==> config.mk <==
export PLATFORM = sky130hd
export DESIGN_NAME = window_ctrl
export DESIGN_NICKNAME = d
export VERILOG_FILES = /design/src/rtl/window_ctrl.sv
export SDC_FILE = /design/constraint.sdc
export NUM_CORES = 1
export LEC_CHECK = 0
export ABC_CLOCK_PERIOD_IN_PS = 2000
export CORE_ASPECT_RATIO = 1.2
export CORE_MARGIN = 1.5
export CORE_UTILIZATION = 50
export DETAILED_ROUTE_END_ITERATION = 8
export PLACE_DENSITY = 0.85
export SLEW_MARGIN = 20
export SYNTH_ARGS = -nofsm -noshare
export SYNTH_HDL_FRONTEND = slang
export SYNTH_SLANG_ARGS = --single-unit
==> constraint.sdc <==
create_clock -name clk -period 2 [get_ports clk]
set_input_delay 0.4 -clock clk [delete_from_list [all_inputs] [get_ports clk]]
set_output_delay 0.4 -clock clk [all_outputs]
set_load 0.005 [all_outputs]
==> src/rtl/window_ctrl.sv <==
// Frame sequencer for the window datapath: arm, trigger, settling skip, an N-sample
// enable window, then drain the window pipeline and count completed frames.
module window_ctrl #(
  parameter int unsigned N               = 1024,
  parameter int unsigned SKIP_WIDTH      = 10,
  parameter int unsigned FRAME_CNT_WIDTH = 16
) (
  input  logic                       clk,
  input  logic                       rst_n,
  input  logic                       arm,
  input  logic                       continuous,
  input  logic                       abort,
  input  logic                       trigger,
  input  logic [SKIP_WIDTH-1:0]      skip,
  input  logic                       adc_valid,
  input  logic                       win_dvalid,
  output logic                       win_en,
  output logic                       win_clk_en,
  output logic                       win_rst_n,
  output logic                       out_valid,
  output logic                       busy,
  output logic                       frame_done,
  output logic                       overrun,
  output logic [FRAME_CNT_WIDTH-1:0] frame_count
);

  localparam int unsigned CW = $clog2(N) + 1;
  localparam logic [CW-1:0] N_CNT  = CW'(N);
  localparam logic [CW-1:0] N_LAST = CW'(N - 1);

  typedef enum logic [2:0] {IDLE, ARMED, SETTLE, RUN, DRAIN} state_t;

  state_t                     state_q, state_d;
  logic [SKIP_WIDTH-1:0]      skip_ctr_q, skip_ctr_d;
  logic [CW-1:0]              in_ctr_q, in_ctr_d;
  logic [CW-1:0]              out_ctr_q, out_ctr_d;
  logic                       clk_en_dly;
  logic                       out_fire;
  logic                       win_en_d, win_rst_n_d, out_valid_d, busy_d;
  logic                       frame_done_d, overrun_d;
  logic [FRAME_CNT_WIDTH-1:0] frame_count_d;

  // The window pipeline always advances on every sample strobe.
  assign win_clk_en = adc_valid;

  // Next-state and next-output logic.
  always_comb begin
    state_d       = state_q;
    skip_ctr_d    = skip_ctr_q;
    in_ctr_d      = in_ctr_q;
    out_ctr_d     = out_ctr_q;
    overrun_d     = overrun;
    frame_count_d = frame_count;
    frame_done_d  = 1'b0;

    // A fresh window output exists only in the cycle after a strobe.
    out_fire = win_dvalid && clk_en_dly && (state_q == RUN || state_q == DRAIN)
               && (out_ctr_q != N_CNT);
    if (out_fire) out_ctr_d = out_ctr_q + CW'(1);

    if (arm) overrun_d = 1'b0;
    else if (trigger && (state_q == SETTLE || state_q == RUN || state_q == DRAIN))
      overrun_d = 1'b1;

    case (state_q)
      IDLE: begin
        if (arm) state_d = ARMED;
      end
      ARMED: begin
        if (trigger) begin
          skip_ctr_d = skip;
          in_ctr_d   = '0;
          out_ctr_d  = '0;
          state_d    = (skip == '0) ? RUN : SETTLE;
        end
      end
      SETTLE: begin
        if (adc_valid) begin
          skip_ctr_d = skip_ctr_q - SKIP_WIDTH'(1);
          if (skip_ctr_q == SKIP_WIDTH'(1)) begin
            in_ctr_d  = '0;
            out_ctr_d = '0;
            state_d   = RUN;
          end
        end
      end
      RUN: begin
        if (adc_valid) begin
          in_ctr_d = in_ctr_q + CW'(1);
          if (in_ctr_q == N_LAST) state_d = DRAIN;
        end
      end
      DRAIN: begin
        // Pulse frame_done first, then leave on the following cycle.
        if (frame_done) begin
          state_d = continuous ? ARMED : IDLE;
        end else if (out_ctr_q == N_CNT) begin
          frame_done_d  = 1'b1;
          frame_count_d = frame_count + FRAME_CNT_WIDTH'(1);
        end
      end
      default: state_d = IDLE;
    endcase

    // Abort overrides every other event in the same cycle.
    if (abort) begin
      state_d       = IDLE;
      skip_ctr_d    = '0;
      in_ctr_d      = '0;
      out_ctr_d     = '0;
      frame_done_d  = 1'b0;
      frame_count_d = frame_count;
      overrun_d     = overrun;
    end

    win_en_d    = (state_d == RUN);
    busy_d      = (state_d == SETTLE || state_d == RUN || state_d == DRAIN);
    out_valid_d = out_fire && !abort;
    win_rst_n_d = !abort;
  end

  // State and output registers.
  always_ff @(posedge clk or negedge rst_n) begin
    if (!rst_n) begin
      state_q     <= IDLE;
      skip_ctr_q  <= '0;
      in_ctr_q    <= '0;
      out_ctr_q   <= '0;
      clk_en_dly  <= 1'b0;
      win_en      <= 1'b0;
      win_rst_n   <= 1'b0;
      out_valid   <= 1'b0;
      busy        <= 1'b0;
      frame_done  <= 1'b0;
      overrun     <= 1'b0;
      frame_count <= '0;
    end else begin
      state_q     <= state_d;
      skip_ctr_q  <= skip_ctr_d;
      in_ctr_q    <= in_ctr_d;
      out_ctr_q   <= out_ctr_d;
      clk_en_dly  <= win_clk_en;
      win_en      <= win_en_d;
      win_rst_n   <= win_rst_n_d;
      out_valid   <= out_valid_d;
      busy        <= busy_d;
      frame_done  <= frame_done_d;
      overrun     <= overrun_d;
      frame_count <= frame_count_d;
    end
  end

endmodule

; Yosys cells after proc, flatten, opt, wreduce, memory -nomap -nowiden
; Cells that the tools add are included.
[word_totals]
register_bits = 58
input_bits = 18
output_inout_bits = 23
wordCells = 86
[classes]
bitwise_logic = 2
reduce_logical = 20
mux = 33
add_sub_neg = 4
n_eq_ne = 15
[op_table]
columns = op, n
row1 = two-way mux 11 bit, 10
row2 = case mux 11 bit (3 select lines), 1
row3 = two-way mux 10 bit, 3
row4 = two-way mux 3 bit, 8
row5 = adder 11 x 1 -> 11 bit (second input constant), 2
row6 = case mux 11 bit (2 select lines), 1
row7 = case mux 10 bit (2 select lines), 1
row8 = adder 16 x 1 -> 16 bit (second input constant), 1
row9 = case mux 3 bit (5 select lines), 1
row10 = == test 3 x 2 -> 1 bit (second input constant), 4
row11 = == test 11 x 10 -> 1 bit (second input constant), 1
row12 = == test 11 bit (second input constant), 1
row13 = inequality test 11 bit (second input constant), 1
row14 = == test 10 x 1 -> 1 bit (second input constant), 1
row15 = zero test 10 bit, 1
row16 = subtractor 10 x 1 -> 10 bit (second input constant), 1
row17 = inequality test 3 bit (second input constant), 3
row18 = two-way mux 1 bit, 8
row19 = == test 3 bit (second input constant), 2
row20 = logical AND 1 bit, 5
row21 = logical OR 1 bit, 5
row22 = AND reduction 5 bit, 1
row23 = AND reduction 4 bit, 1
row24 = nonzero test 4 bit, 1
row25 = 9 further kinds, 10

; Depth between registers and ports, before layout
[logic_depth]
ltp_word = 9
depth_mapped = 9
depth_no_buf = 8

; Worst setup path before layout
; Ideal clock, no wire load.
[synth_path]
path_kind = register to register
from = register out_ctr_q[0]
to = register frame_count[14]
required_time_ns = 1.920
period_less_slack_ns = 2.052
arrival_ns = 1.972
path_stages_with_launch = 9
n_path_buf = 1
setup_time_ns = 0.080
setup_slack_ns = -0.052
path_cell_list = dfrtp_1 > inv_1 > ha_1 > nor4b_1 > nand4b_1 > or3_1 > buf_6 > nor4_1 > xnor2_1
[synth_via]
elab_chain_cells = 2
[synth_lines]
columns = element, line_no
row1 = "start, declared", 36  ; logic [CW-1:0] out_ctr_q, out_ctr_d;
row2 = "start signal, assigned", 141  ; out_ctr_q <= out_ctr_d;
row3 = == test 11 bit, 97  ; end else if (out_ctr_q == N_CNT) begin
row4 = AND reduction 4 bit (no source line), --
row5 = "end signal, assigned", 149  ; frame_count <= frame_count_d;
row6 = "end, declared", 24  ; output logic [FRAME_CNT_WIDTH-1:0] frame_count
; Every way passes these cells.
; A chain may end at the register's enable or synchronous reset.

; Final worst setup path
[layout_path]
from = register out_ctr_q[1]
to = register frame_count[8]
; The elaborated chain is that of the path after synthesis.

==> results.md <==
* Status: finished with violations
* Failing checks: setup timing
* Crit-path max FO at 8
* CTS max path bufs at 2
* Primary FF master, synth: dfrtp_1
* Number of enable flip-flop cells after synthesis at 0
* Pwr Total at 2.64 mW
* Reg-to-Reg End: frame_count[8]
* Layout fillers at 387
* Root Buffer: clkbuf_8
* Post-Syn Area at 3110 sq um
* Area Growth Syn to Fin at 37.5%
* Simple-Gate Fraction of Synth Area at 0.265
* Post-synthesis compound-gate area fraction at 0.119
* Largest family of logic cells by synthesized area: simple AND/OR/NAND/NOR gates
* Power density cells at 617 nW/um^2
* Layout Skew at 0.0131 ns
* Via count at 3106
* Post-DP HPWL at 5580 um
* Clk sinks at 58
* Crit path DAT at 2.31 ns
* Crit. End Element: flip-flop
* Routed wire per std cell at 18.8 um
* Minimum setup slack among reg-to-reg paths at -0.04 ns
* Worst slew margin at 0.596
* Asr flop ratio synth at 1.00
* Ports at 41
* Final non-filler cell total at 515
* Worst reg2reg path depth at 7
* Layout cells sized above 1 at 0.224
* Reg area at 1450 sq um
* Initial core utilization at 0.517
* Pleak at 1.85 nW
* Hold Crit Class: in2async
* # DRC at 0
* Final Critical Period at 2.04 ns
* Antenna Nets Post-Route at 0
* Xor-xnor portion of the synthesized cell area at 0.0817
* First-pass GRT wire length at 14500 um
* Fmax at 490 MHz
* Worst Max-Slew Pin Slew at 0.604 ns
* GP Congestion at 0.947
* Post-synthesis mux area share at 0.00644
* 1st-iter DRT viols at 273
* Die Y at 89.4 um
* Commonest non-fill, non-tap cells in the layout: dfrtp_1 (58), buf_4 (42), nor2_1 (41), clkdlybuf4s50_1 (38), nand2_1 (29)
* Vias in the first global route at 3056
* Register clock-pin slew on the reported worst setup and hold paths at 0.07 ns
* Worst reg2reg startpoint: out_ctr_q[1]
* Max-cap violations at 0
* Synth Register Bits at 58
* N_diodes at 0
* Final Hold Fails at 0
* Unique masters post-synth at 53
* Overflow after GRT at 0
* Startpoint Class: flip-flop
* Post-route setup slack at -0.0416 ns
* Post-synthesis adder-cell area fraction at 0.0241
* Critical path class: reg2reg
* Syn Area/Cell at 9.09 sq um
* Syn Nets at 366
* Worst skew pair latency at 0.35 ns
* Synth Instances at 342
* Full die area at 6700 sq um
* All-Layer GR Usage at 0.292
* I/O Buffers at 40
* Commonest non-fill, non-tap cell in the layout: dfrtp_1
* Max VDD drop at 596 uV
* Worst EP required at 2.27 ns
* Number of CTS-inserted buffers at 9
* Die width at 75.0 um
* DP Cell Count at 495
* Htree depth at 3
* Unrepaired setup endpoints after global routing: true
* 1st-pass router iterations at 5
* Vias per cell at 6.03
* DRT Wirelength at 9670 um
* Final worst path period share at 1.02
* Area of the multi-input gates at 1710 sq um
* Area of the core at 6010 sq um
* Largest net degree at the start of global routing at 37
* Sequential element share of the synthesized area at 0.467
* Final net count at 452
* Row count at 31
* CTS tree: done
* Final setup viols at 3
* Synth Warn # at 0
* Final slew viol count at 0
* Initial antenna violation count at 0
-- power by group --
group          switching [mW]  internal [mW]
sequential             0.0431           1.21
combinational           0.227          0.214
clock                   0.494          0.445
total                   0.764           1.87
-- cell usage after synthesis (all sizes together) (4+ instances only) --
| master | count | area, sq um |
|---|---|---|
| nand3 | 18 | 90.1 |
| nor3 | 13 | 65.1 |
| xnor2 | 14 | 123 |
| nor2 | 45 | 169 |
| o21ai | 13 | 65.1 |
| ha | 6 | 75.1 |
| inv | 13 | 48.8 |
| dfrtp | 58 | 1450 |
| clkbuf | 9 | 33.8 |
| nand4 | 10 | 62.6 |
| nand3b | 4 | 30.0 |
| o22ai | 4 | 25.0 |
| nor4 | 9 | 56.3 |
| nand2 | 31 | 116 |
| buf | 4 | 28.8 |
| a21oi | 21 | 105 |
| xor2 | 15 | 131 |
-- worst max-delay path, cell delays in order (launching register included) --
cell and delay, ns:
dfrtp_1 0.39, inv_1 0.12, ha_4 0.14, nor4b_4 0.18
nand4b_1 0.15, or3_4 0.46, nor4_2 0.32, xor2_1 0.19
-- layout make-up --
cell class | instances | share of cell area
clock buffers | 11 | 0.0307
clock inverters | 5 | 0.00732
inverters | 14 | 0.0129
multi-input cells | 257 | 0.400
flip-flops and latches | 58 | 0.339
well taps | 82 | 0.0240
repair buffers | 88 | 0.186
-- cells by family (layout without fill, tap and decap cells) --
| family | after synthesis | after routing |
|---|---|---|
| flip-flops | 58 | 58 |
| adder cells (fa/ha/maj) | 6 | 6 |
| buffers and inverters | 27 | 118 |
| XOR/XNOR | 29 | 29 |
| AND/OR/NAND/NOR | 160 | 160 |
| multiplexers | 2 | 2 |
| AO/OA/AOI/OAI | 60 | 60 |
-- metrics by stage --
stage / util / area [sq um] / setup WS (ns) / setup TNS, ns / hold WS (ns)
floorplan: - / 3130 / 0.0271 / 0 / 0.104
global placement: 0.650 / 3910 / -0.220 / -1.79 / 0.404
detailed placement: 0.650 / 3910 / -0.266 / -2.76 / 0.408
CTS: 0.693 / 4170 / -0.0592 / -0.210 / 0.0317
global route: 0.711 / 4280 / -0.0957 / -0.397 / 0.0720
finish: 0.711 / 4280 / -0.0416 / -0.0569 / 0.0331
-- timing repair --
action	4_1_cts	5_1_grt
hold buffers	0	0
endpoints found under the setup margin	31	24
pin swaps	6	9
setup buffers	3	1
gates resized for setup	14	26
-- routing by layer --
layer	vias to the layer above	track usage	part of all wire
li1	1388	-	-
met1	1508	0.336	0.38
met2	175	0.504	0.51
met3	35	0.0631	0.065
met4	0	0.152	0.043
met5	-	0	0
-- flip-flops by register name, summed over array words and instances (netlist names), 3 cells and up --
register,count
frame_count,16
in_ctr_q,11
out_ctr_q,11
skip_ctr_q,10
state_q,3
-- how the worst max path moves through the flow --
stage / start / end / slack [ns] / cells after the start
detailed placement: abort / frame_count[12] / -0.27 / 5
global placement: adc_valid / in_ctr_q[9] / -0.22 / 5
CTS: out_ctr_q[0] / frame_count[12] / -0.06 / 7
finish: out_ctr_q[1] / frame_count[8] / -0.04 / 7
global route: state_q[1] / frame_count[15] / -0.1 / 6
floorplan: out_ctr_q[0] / frame_count[14] / 0.03 / 8
No activity file was read; power rests on OpenSTA's default activity.
